--- config.mk ---
export PLATFORM = sky130hd
export DESIGN_NAME = px_stream_fetcher
export DESIGN_NICKNAME = d
export VERILOG_FILES = /design/src/rtl/px_stream_fetcher.sv
export SDC_FILE = /design/constraint.sdc
export NUM_CORES = 1
export LEC_CHECK = 0
export BUFFER_PORTS_ARGS = -buffer_cell sky130_fd_sc_hd__buf_4
export CORE_UTILIZATION = 51
export CTS_BUF_LIST = sky130_fd_sc_hd__clkbuf_8 sky130_fd_sc_hd__clkbuf_16
export DETAILED_ROUTE_END_ITERATION = 12
export PLACE_DENSITY = 0.7
export SLEW_MARGIN = 20
export SYNTH_ARGS = -nofsm -noshare
export SYNTH_HDL_FRONTEND = slang
export SYNTH_SLANG_ARGS = --single-unit
--- constraint.sdc ---
create_clock -name clk -period 7.7 [get_ports clk]
set_input_delay 0.385 -clock clk [delete_from_list [all_inputs] [get_ports clk]]
set_output_delay 0.385 -clock clk [all_outputs]
set_load 0.01 [all_outputs]
--- src/rtl/px_stream_fetcher.sv ---
// Frame reader: walks a CFG_ROWS x CFG_WIDTH pixel window in row-bounded bursts and
// streams the pixels out through a small FIFO tagged with row/frame boundaries.
module px_stream_fetcher #(
    parameter int FIFO_DEPTH = 8,
    parameter int BURST_MAX  = 16
) (
    input  logic        clk,
    input  logic        rst,
    input  logic        start,
    input  logic [19:0] cfg_base_addr,
    input  logic [8:0]  cfg_width,
    input  logic [8:0]  cfg_rows,
    output logic        busy,
    output logic        done,
    output logic        pxMem_RD_REQ,
    output logic [19:0] pxMem_RD_Addr,
    output logic [3:0]  pxMem_RD_burst,
    input  logic        pxMem_RD_GRANT,
    input  logic        pxMem_RD_VLD,
    output logic        pxMem_RD_RDY,
    input  logic [15:0] pxMem_in,
    output logic        track_read,
    output logic [15:0] out_data,
    output logic        out_valid,
    input  logic        out_ready,
    output logic        out_row_last,
    output logic        out_frame_last
);
    localparam int PTR_W   = $clog2(FIFO_DEPTH);
    localparam int CNT_W   = PTR_W + 1;
    localparam int ENTRY_W = 18;

    typedef enum logic [2:0] {IDLE, REQ, DATA, NEXT, DONE} state_t;

    state_t      state_reg, state_next;
    logic [19:0] addr_reg, addr_next;
    logic [8:0]  width_reg, width_next;
    logic [8:0]  rows_reg, rows_next;
    logic [8:0]  col_reg, col_next;
    logic [8:0]  row_reg, row_next;
    logic [4:0]  beat_reg, beat_next;
    logic        done_reg, done_next;

    logic [8:0]  remaining;
    logic [4:0]  len;
    logic [4:0]  len_m1;
    logic [9:0]  col_end;
    logic        row_end;
    logic        last_row;
    logic        beat_fire;
    logic        final_beat;

    logic [ENTRY_W-1:0] fifo_mem [FIFO_DEPTH];
    logic [PTR_W-1:0]   wr_ptr_reg, rd_ptr_reg, rd_ptr_next;
    logic [CNT_W-1:0]   count_reg;
    logic [ENTRY_W-1:0] head_reg;
    logic [ENTRY_W-1:0] push_entry;
    logic               push, pop;

    // Burst length is clipped to the rest of the current row so no burst spans rows.
    always_comb begin
        remaining = width_reg - col_reg;
        len       = (remaining > 9'(BURST_MAX)) ? 5'(BURST_MAX) : remaining[4:0];
        len_m1    = len - 5'd1;
        col_end   = {1'b0, col_reg} + {5'd0, len};
        row_end   = (col_end == {1'b0, width_reg});
        last_row  = (row_reg == rows_reg - 9'd1);
    end

    assign beat_fire  = pxMem_RD_VLD & pxMem_RD_RDY;
    assign final_beat = beat_fire & (beat_reg == len_m1);

    always_comb begin
        state_next = state_reg;
        addr_next  = addr_reg;
        width_next = width_reg;
        rows_next  = rows_reg;
        col_next   = col_reg;
        row_next   = row_reg;
        beat_next  = beat_reg;
        done_next  = 1'b0;
        case (state_reg)
            IDLE: begin
                if (start) begin
                    width_next = cfg_width;
                    rows_next  = cfg_rows;
                    addr_next  = cfg_base_addr;
                    col_next   = 9'd0;
                    row_next   = 9'd0;
                    state_next = (cfg_width == 9'd0 || cfg_rows == 9'd0) ? DONE : REQ;
                end
            end
            REQ: begin
                if (pxMem_RD_GRANT) begin
                    beat_next  = 5'd0;
                    state_next = DATA;
                end
            end
            DATA: begin
                if (beat_fire) begin
                    beat_next = beat_reg + 5'd1;
                    if (final_beat) begin
                        state_next = NEXT;
                    end
                end
            end
            NEXT: begin
                addr_next = addr_reg + 20'(len);
                if (row_end) begin
                    col_next   = 9'd0;
                    row_next   = row_reg + 9'd1;
                    state_next = last_row ? DONE : REQ;
                end else begin
                    col_next   = col_end[8:0];
                    state_next = REQ;
                end
            end
            DONE: begin
                if (count_reg == '0) begin
                    done_next  = 1'b1;
                    state_next = IDLE;
                end
            end
            default: state_next = IDLE;
        endcase
    end

    always_ff @(posedge clk) begin
        if (rst) begin
            state_reg <= IDLE;
            addr_reg  <= '0;
            width_reg <= '0;
            rows_reg  <= '0;
            col_reg   <= '0;
            row_reg   <= '0;
            beat_reg  <= '0;
            done_reg  <= 1'b0;
        end else begin
            state_reg <= state_next;
            addr_reg  <= addr_next;
            width_reg <= width_next;
            rows_reg  <= rows_next;
            col_reg   <= col_next;
            row_reg   <= row_next;
            beat_reg  <= beat_next;
            done_reg  <= done_next;
        end
    end

    assign busy           = (state_reg != IDLE);
    assign done           = done_reg;
    assign pxMem_RD_REQ   = (state_reg == REQ);
    assign pxMem_RD_Addr  = (state_reg == REQ) ? addr_reg : 20'd0;
    assign pxMem_RD_burst = (state_reg == REQ) ? len_m1[3:0] : 4'd0;
    assign pxMem_RD_RDY   = (state_reg == DATA) && (count_reg < CNT_W'(FIFO_DEPTH));
    assign track_read     = (state_reg == NEXT);

    // Output FIFO: tags ride along with each pixel so boundaries survive back-pressure.
    assign push        = beat_fire;
    assign pop         = out_valid & out_ready;
    assign push_entry  = {final_beat & row_end, final_beat & row_end & last_row, pxMem_in};
    assign rd_ptr_next = rd_ptr_reg + PTR_W'(pop);

    always_ff @(posedge clk) begin
        if (push) begin
            fifo_mem[wr_ptr_reg] <= push_entry;
        end
        // Write-first bypass when the incoming beat becomes the new head.
        if (push && (wr_ptr_reg == rd_ptr_next)) begin
            head_reg <= push_entry;
        end else begin
            head_reg <= fifo_mem[rd_ptr_next];
        end
    end

    always_ff @(posedge clk) begin
        if (rst) begin
            wr_ptr_reg <= '0;
            rd_ptr_reg <= '0;
            count_reg  <= '0;
        end else begin
            if (push) begin
                wr_ptr_reg <= wr_ptr_reg + PTR_W'(1);
            end
            rd_ptr_reg <= rd_ptr_next;
            case ({push, pop})
                2'b10:   count_reg <= count_reg + CNT_W'(1);
                2'b01:   count_reg <= count_reg - CNT_W'(1);
                default: count_reg <= count_reg;
            endcase
        end
    end

    assign out_valid      = (count_reg != '0);
    assign out_data       = out_valid ? head_reg[15:0] : 16'd0;
    assign out_frame_last = out_valid & head_reg[16];
    assign out_row_last   = out_valid & head_reg[17];

endmodule

---- Yosys cells after proc, flatten, opt, wreduce, memory -nomap -nowiden ----
Memory sizes are Yosys's and may differ from the RTL's. A register that Yosys moved wholly into a read port is not among the register bits.
Cells that the tools add are included.
Widths: inputs -> output; s select.
cells by class
  add/sub/neg operators ................... 11
  multiplexer cells ....................... 27
  shifts and indexed selects .............. 0
  bitwise operators ....................... 8
  reduce and logical (&&, ||, !) cells .... 17
  divide/modulo/power cells ............... 0
  equal/unequal tests ..................... 15
  order comparisons ....................... 2
  multipliers ............................. 0
operators with widths
  operator             number
  $mux 20              2
  $pmux 20 s2          1
  $pmux 9 s2           2
  $mux 9               3
  $mux 3               8
  $add 20x5->20        1
  $logic_not 9->1      2
  $mux 16              1
  $mux 5               3
  $pmux 3 s5           1
  $add 9x5->10         1
  $eq 10x9->1          1
  $pmux 5 s2           1
  $add 9x1->9 const B  1
  $eq 9x9->1           1
  $gt 9x5->1 const B   1
  $sub 9x1->9 const B  1
  $sub 9x9->9          1
  $ne 2x2->1 const B   4
  $pmux 4 s2           1
  $and 1x1->1          7
  $eq 3x2->1 const B   2
  $reduce_and 3->1     2
  $reduce_bool 2->1    3
  25 further kinds     29
storage, ports and cells
  output and inout bits ................... 48
  register bits ........................... 75
  memories kept ........................... 1
  memory bits (writable) .................. 144
  input port bits ......................... 60
  memory bits (read-only) ................. 0
  word-level logic and storage cells ...... 92
  latch bits .............................. 0
memories
  name      words  width  rd ports  clocked after Yosys merged registers in  write ports  RTL line  RTL
  fifo_mem  8      18     1         1                                        1            53        logic [ENTRY_W-1:0] fifo_mem [FIFO_DEPTH];

---- Longest topological paths before layout ----
Gate-level depths: netlist (run 1).
  depth in word-level cells ............... 9
  gate-level depth with buffers ........... 23
  gate-level depth less buffers ........... 21

---- Worst setup path after synthesis (run 1) ----
Ideal clock, no wire load.
  kind .................................... register to register
  from .................................... register col_reg[2]
  to ...................................... memory fifo_mem[0][16] (data pin)
  setup time .............................. 168 ps
  stages on the path, launching flop included .. 22
  data required time ...................... 7532 ps
  arrival time ............................ 5587 ps
  clock period less this slack ............ 5755 ps
  slack ................................... 1945 ps
  buffers on the path ..................... 2
  cell sequence ........................... dfxtp_1 > clkbuf_1 > inv_1 > ha_1 > nor2_1 > a211oi_1 > or4_1 > a32oi_2 > nand2_1 > nor3_1 > ha_1 > inv_1 > fa_1 > a2111oi_1 > nand2_1 > a31oi_4 > xnor2_1 > or4_4 > or3_1 > clkbuf_1 > nor2_1 > and2_1
on the way
  word-level cells in the longest chain between the ends .. 8
  elaborated cells on any way between the ends .. 10
  those cells by class .................... add/sub: 3; order compare: 1; eq/ne: 2; mux: 1; bitwise: 3
RTL lines
  what                                                                  RTL line  RTL
  from (decl)                                                           39        logic [8:0] col_reg, col_next;
  from (signal assigned)                                                143       col_reg <= col_next;
  parallel branches: the longest is 6 deep, another holds $add 9x5->10  --
  $and 1x1->1 *                                                         --
  net push_entry[17]                                                    57        logic [ENTRY_W-1:0] push_entry;
  $and 1x1->1 *                                                         161       assign push_entry = {final_beat & row_end, final_beat & row_end & last_row, pxMem_in};
  net push_entry[16]                                                    57
  to (decl)                                                             53
Mark *: on every way through the listed nets, which the timed path passes.

---- Worst setup path in the final report (run 1) ----
  from .................................... register col_reg[2]
  to ...................................... memory fifo_mem[1][16] (data pin)
Same word-level chain as after synthesis.

==> impl_results.md, run 1 <==
* Final WL at 26500 µm
* Crit Path Max Fanout at 9
* Primary FF master, synth: edfxtp_1
* TritonRoute pass-1 iters at 5
* Synthesized instance count at 936
* First-pass GRT wire length at 41500 µm
* Mapped Avg Cell Area at 11.5 µm²
* Slowest cell on crit path: or4_4
* CP Launch Type: flop
* H-tree levels at 1
* Setup_tns at 0 ps
* Leakage power at 0.00455 µW
* Synth area leader: edfxtp_1
* Final Slew Violations at 0
* Setup bufs post-CTS at 0
* Deepest clock path buffer count at 3
* Post-synth top area share at 0.401
* Largest net degree at the start of global routing at 67
* Synth area leaders: edfxtp_1 (40%), dfxtp_1 (14%), mux4_2 (7.5%)
* Slowest stage delay, CP at 560 ps
* Asr flop ratio synth at 0
* Die area at 21700 µm²
* Status: completed
* Distinct cells, synth at 67
* IO buf count at 107
* Routed WL per cell at 20.0 µm
* Critical path data arrival time at 7110 ps
* Ys Warns at 0
* Core area at 20500 µm²
* Max IR drop VDD at 172 µV
* Actual slew at the worst max-slew pin at 961 ps
* Non-filler instance count after layout at 1324
* DP Wirelength at 17400 µm
* Gpl congestion at 0.938
* Via density at 5.90
* Area grow syn2layout at 17.4%
* Register area share after synthesis at 0.546
* Cell count after placement at 1282
* Die X at 147 µm
* Most common cell in the netlist: edfxtp_1
* Hold Fails Final Rpt at 0
* Tot GR Track Use at 0.247
* Max cap viols at 0
* # diodes at 0
* Overflow left after global routing at 0
* Kind of critical path: flop to flop
* Seq cells post-synth at 222
* Synth Cell Area at 10800 µm²
* Root buffer cell: clkbuf_16
* Vias in the first global route at 7599
* Number of buffers created by CTS at 24
* Syn nets at 1024
* Fin crit period at 6790 ps
* Drt drc at 0
* # rows at 52
* Clock sink count at 222
* CTS tree: yes
* Final ANT Viol Nets at 0
* Slew HR at 0.359
* Worst skew pair latency at 530 ps
* Hold_buf cts at 0
* FMAX at 147 MHz
* Fill cell count at 1613
* Share of cells above drive strength 1 at 0.207
* I/O pin cnt at 108
* Post-synth EDFFs at 144
* Final Cycle Share at 0.882
* Routed vias at 7805
* RSZ-0062 raised after global routing: no
* Register-to-Register Setup Slack at 910 ps
* Post-synth top cells: edfxtp_1 (144), nand2_1 (91), dfxtp_1 (78), nor2_1 (78), a21oi_1 (65)
* Req. time, crit path at 8020 ps
* CTS-repair resized insts at 0
* Clock skew at 14.8 ps
* DR iter-0 viols at 628
* Initial Util at 0.526
* Largest register FFs at 144
* Worst setup EP type: flop
* Initial antenna violation count at 0
* Die Y at 147 µm
* Final setup fails at 0
* Pwr Density at 241 nW/µm²
* Nets at 1126
* HP Class: primary input to flop
* Crit path cell chain: inv_1 -> ha_1 -> nor2_1 -> a211oi_1 -> or4_1 -> a32oi_2 -> nand2_1 -> nor3_1 -> ha_1 -> inv_1 -> fa_1 -> a2111oi_1 -> nand2_1 -> a31oi_4 -> xnor2_1 -> or4_4 -> or3_1 -> nor2_1 -> and2_1
* Clock transition at path regs at 60 ps
cell usage in the layout, fill, tap and decap left out, types with 24 or more instances in the layout:
master	count
buf_4	125
dfxtp_1	77
edfxtp_1	144
a21oi_1	65
mux4_2	36
xnor2_1	26
mux2i_1	24
ha_1	24
o21ai_0	26
clkbuf_16	24
nand2_1	91
nand3_1	31
nor2_1	77
inv_1	40
cell type report:
cell class,instances,area (µm²),share of cell area
Timing Repair Buffer,125,938,0.0741
Sequential cell,222,5890,0.465
Tap cell,270,338,0.0267
Multi-Input combinational cell,630,4620,0.365
Clock buffer,24,601,0.0474
Inverter,35,131,0.0104
Clock inverter,18,146,0.0116
worst max-delay path, delay by kind of cell (launching register included):
family,cells,cell delay [ps]
AND/OR/NAND/NOR,9,3480
AO/OA/AOI/OAI,4,1240
adder cells (fa/ha/maj),3,1090
flip-flops,1,440
buffers and inverters,2,240
XOR/XNOR,1,90
power breakdown:
| part | switching, µW | internal (µW) |
|---|---|---|
| clock | 459 | 632 |
| sequential | 43.7 | 1300 |
| combinational | 353 | 258 |
| total | 857 | 2190 |
worst paths after layout:
check | end | startpoint | cells after the start
worst min-delay path | addr_reg[3]$_SDFFE_PP0P_ | cfg_base_addr[3] | 3
worst max-delay path | fifo_mem[1][16]$_DFFE_PP_ | col_reg[2]$_SDFFE_PP0P_ | 19
worst min register to register | addr_reg[2]$_SDFFE_PP0P_ | addr_reg[2]$_SDFFE_PP0P_ | 2
worst max register to register | fifo_mem[1][16]$_DFFE_PP_ | col_reg[2]$_SDFFE_PP0P_ | 19
kinds of logic after synthesis:
| family | count (synthesis) | synth area share |
|---|---|---|
| simple gates | 311 | 0.138 |
| flops | 222 | 0.546 |
| compound gates | 179 | 0.112 |
| buf+inv | 84 | 0.0296 |
| mux | 63 | 0.101 |
| xor+xnor | 49 | 0.0398 |
| fa+ha+maj | 28 | 0.0353 |
metrics by stage:
stage          hold slack [ps]  cell area, µm²   util  total power, µW  worst slack, ps
6_report                  97.1           12700  0.618             3050              909
5_1_grt                   80.1           12700  0.618             3170              408
4_1_cts                   81.4           12700  0.618             3060             1030
3_5_place_dp               445           11900  0.582             1980             1090
3_3_place_gp               433           11900  0.582             1970             1330
2_1_floorplan              416           10800      -             1770             1940
routing by layer:
metal / wire [µm] / up-vias / GRT usage
li1: - / 3710 / -
met1: 11700 / 3855 / 0.328
met2: 13100 / 201 / 0.425
met3: 1090 / 39 / 0.0278
met4: 625 / 0 / 0.0809
met5: 0 / - / 0
Note: power is estimated with default switching activity, not from simulation.
==> run 2, diff against run 1 <==
--- a/config.mk
+++ b/config.mk
@@ -5,10 +5,12 @@
 export SDC_FILE = /design/constraint.sdc
 export NUM_CORES = 1
 export LEC_CHECK = 0
+export ABC_AREA = 1
 export BUFFER_PORTS_ARGS = -buffer_cell sky130_fd_sc_hd__buf_4
 export CORE_UTILIZATION = 51
 export CTS_BUF_LIST = sky130_fd_sc_hd__clkbuf_8 sky130_fd_sc_hd__clkbuf_16
 export DETAILED_ROUTE_END_ITERATION = 12
+export HOLD_SLACK_MARGIN = 0.03
 export PLACE_DENSITY = 0.7
 export SLEW_MARGIN = 20
 export SYNTH_ARGS = -nofsm -noshare
==> run 2 against run 1 <==
Against the previous run:
- count of clock-buffer cells in the layout grew 1
- global-route usage shrank 0.52 points
- largest cell class unchanged
- cell count grew 25%
- sequential cell count is the same
==> impl_results.md, run 2 <==
* R2r startpoint: width_reg[0]$_SDFFE_PP0P_
* Gpl congestion at 0.894
* Buffers & Inverters on Critical Path at 5
* Drt drc at 0
* Final Slew Violations at 0
* Primary FF master, synth: edfxtp_1
* Die Y at 150 µm
* Worst Hold Launch: pxMem_in[12]
* DP Wirelength at 17400 µm
* Syn nets at 1358
* Hold Fails Final Rpt at 0
* Setup bufs post-CTS at 0
* Final Cycle Share at 0.619
* Vias in the first global route at 8665
* Tot GR Track Use at 0.242
* Max IR drop VDD at 163 µV
* Pint at 2650 µW
* CTS-repair resized insts at 0
* Largest register FFs at 144
* Nets at 1454
* Initial antenna violation count at 0
* Worst skew pair latency at 520 ps
* Total Power at 4260 µW
* Deepest clock path buffer count at 3
* Area grow syn2layout at 17.4%
* Leakage power at 0.00510 µW
* Logic pwr share at 0.384
* Critical path data arrival time at 5030 ps
* Fill cell count at 1819
* Final setup fails at 0
* Placed Area at 12200 µm²
* Routed WL per cell at 16.2 µm
* Synth Cell Area at 11100 µm²
* H-tree levels at 1
* Commonest non-fill, non-tap cell in the layout: nand2_1
* I/O pin cnt at 108
* Crit Path Max Fanout at 11
* Req. time, crit path at 7960 ps
* Initial Util at 0.525
* Clock sink count at 222
* DR iter-0 viols at 722
* Fin crit period at 4770 ps
* Clock skew at 11.3 ps
* DR top layer: met4
* Met1 wire length at 11300 µm
* Share of cells above drive strength 1 at 0.155
* IO buf count at 107
* Number of buffers created by CTS at 24
* Synthesized instance count at 1270
* FMAX at 210 MHz
* Root buffer cell: clkbuf_16
* Final WL at 26900 µm
* Highest-count cells in the layout ignoring fill and taps: nand2_1 (188), nor2_1 (187), edfxtp_1 (144)
* Switching part of the total at 0.377
* Met3 wire len at 1600 µm
* Register area share after synthesis at 0.530
* Final Cell Area at 13000 µm²
* Register-to-Register Setup Slack at 2930 ps
* Cell mode on critical path: nand2_1
* # rows at 53
* Die area at 22400 µm²
* TritonRoute pass-1 iters at 5
* Mapped Avg Cell Area at 8.74 µm²
* RSZ-0062 raised after global routing: no
* Actual slew at the worst max-slew pin at 812 ps
* FF-to-FF path depth at 28
* Reg-to-reg endpoint: fifo_mem[2][17]$_DFFE_PP_
* Core area at 21200 µm²
* Slowest cell on crit path: fa_1
* Hold Path Stages at 1
* Overflow left after global routing at 0
* Seq cells post-synth at 222
* Status: completed
* Via density at 5.52
* HP Class: primary input to flop
* Worst setup EP type: flop
* Die X at 150 µm
* First-pass GRT wire length at 42700 µm
* Hold EP: fifo_mem[1][12]$_DFFE_PP_
* Asr flop ratio synth at 0
* Slowest stage delay, CP at 430 ps
* Switching power at 1600 µW
* # diodes at 0
* Synth area leader: edfxtp_1
* Most common cell in the netlist: nand2_1
* Cell count after placement at 1615
* Post-synth EDFFs at 144
* Slew HR at 0.455
* CP delay by family, top: simple AND/OR/NAND/NOR gates
* Max cap viols at 0
* Synth area leaders: edfxtp_1 (39%), dfxtp_1 (14%), nand2_1 (6.4%)
* Clock transition at path regs at 60 ps
* Ys Warns at 0
* Post-Route Utilization at 0.616
* Routed vias at 9153
* Kind of critical path: flop to flop
* Post-synth top area share at 0.390
* Setup_tns at 0 ps
* Largest net degree at the start of global routing at 74
* Sequential Power Share at 0.336
* Hold_buf cts at 0
* Pwr Density at 327 nW/µm²
* Non-filler instance count after layout at 1659
* CTS tree: yes
* Final ANT Viol Nets at 0
* CP Launch Type: flop
* Distinct cells, synth at 46
* Met2 Routed Length at 13300 µm
* Post-synth top cells: nand2_1 (188), nor2_1 (187), edfxtp_1 (144)
* Clock power frac at 0.280
[run 2: final cells by class]
type / count / area (µm²) / area share
repair buffers: 123 / 923 / 0.0708
clock buffers: 25 / 614 / 0.0471
inverters: 132 / 500 / 0.0384
well taps: 275 / 344 / 0.0264
clock inverters: 19 / 220 / 0.0169
multi-input cells: 863 / 4540 / 0.349
flip-flops and latches: 222 / 5890 / 0.452
[run 2: cells by family (layout without fill, tap and decap cells)]
family / after synthesis / after routing / share of synthesized area
adders and majority gates: 28 / 28 / 0.0343
buffers and inverters: 185 / 299 / 0.0636
DFF: 222 / 222 / 0.530
AOI/OAI and AO/OA: 253 / 253 / 0.124
and+or+nand+nor: 545 / 545 / 0.217
xor gates and xnor gates: 37 / 37 / 0.0304
[run 2: how the worst max path moves through the flow]
stage / from / to / slack [ps] / depth (start not counted)
5_1_grt: width_reg[0]$_SDFFE_PP0P_ / fifo_mem[1][17]$_DFFE_PP_ / 2440 / 26
2_1_floorplan: width_reg[0]$_SDFFE_PP0P_ / fifo_mem[0][17]$_DFFE_PP_ / 3630 / 26
6_report: width_reg[0]$_SDFFE_PP0P_ / fifo_mem[2][17]$_DFFE_PP_ / 2930 / 28
4_1_cts: width_reg[0]$_SDFFE_PP0P_ / fifo_mem[2][17]$_DFFE_PP_ / 2970 / 28
3_3_place_gp: width_reg[0]$_SDFFE_PP0P_ / fifo_mem[0][17]$_DFFE_PP_ / 3200 / 26
3_5_place_dp: width_reg[0]$_SDFFE_PP0P_ / fifo_mem[2][17]$_DFFE_PP_ / 2990 / 28
[run 2: per-layer routing]
| layer | GRT usage | vias up |
|---|---|---|
| li1 | - | 4523 |
| met1 | 0.300 | 4291 |
| met2 | 0.432 | 290 |
| met3 | 0.0326 | 49 |
| met4 | 0.0801 | 0 |
| met5 | 0 | - |
[run 2: stage by stage]
stage / hold WS, ps / worst slack, ps
after CTS: 83.8 / 2970
after floorplan: 448 / 3630
after global placement: 464 / 3200
after global routing: 85.2 / 2440
final: 99.1 / 2930
after detailed placement: 470 / 2990
[run 2: power groups by stage]
stage	Combinational, µW	Clock, µW	Sequential, µW
floorplan	1130	0	1430
global placement	1600	0	1450
detailed placement	1630	0	1450
CTS	1640	1210	1430
global route	1840	1260	1440
finish	1630	1190	1430
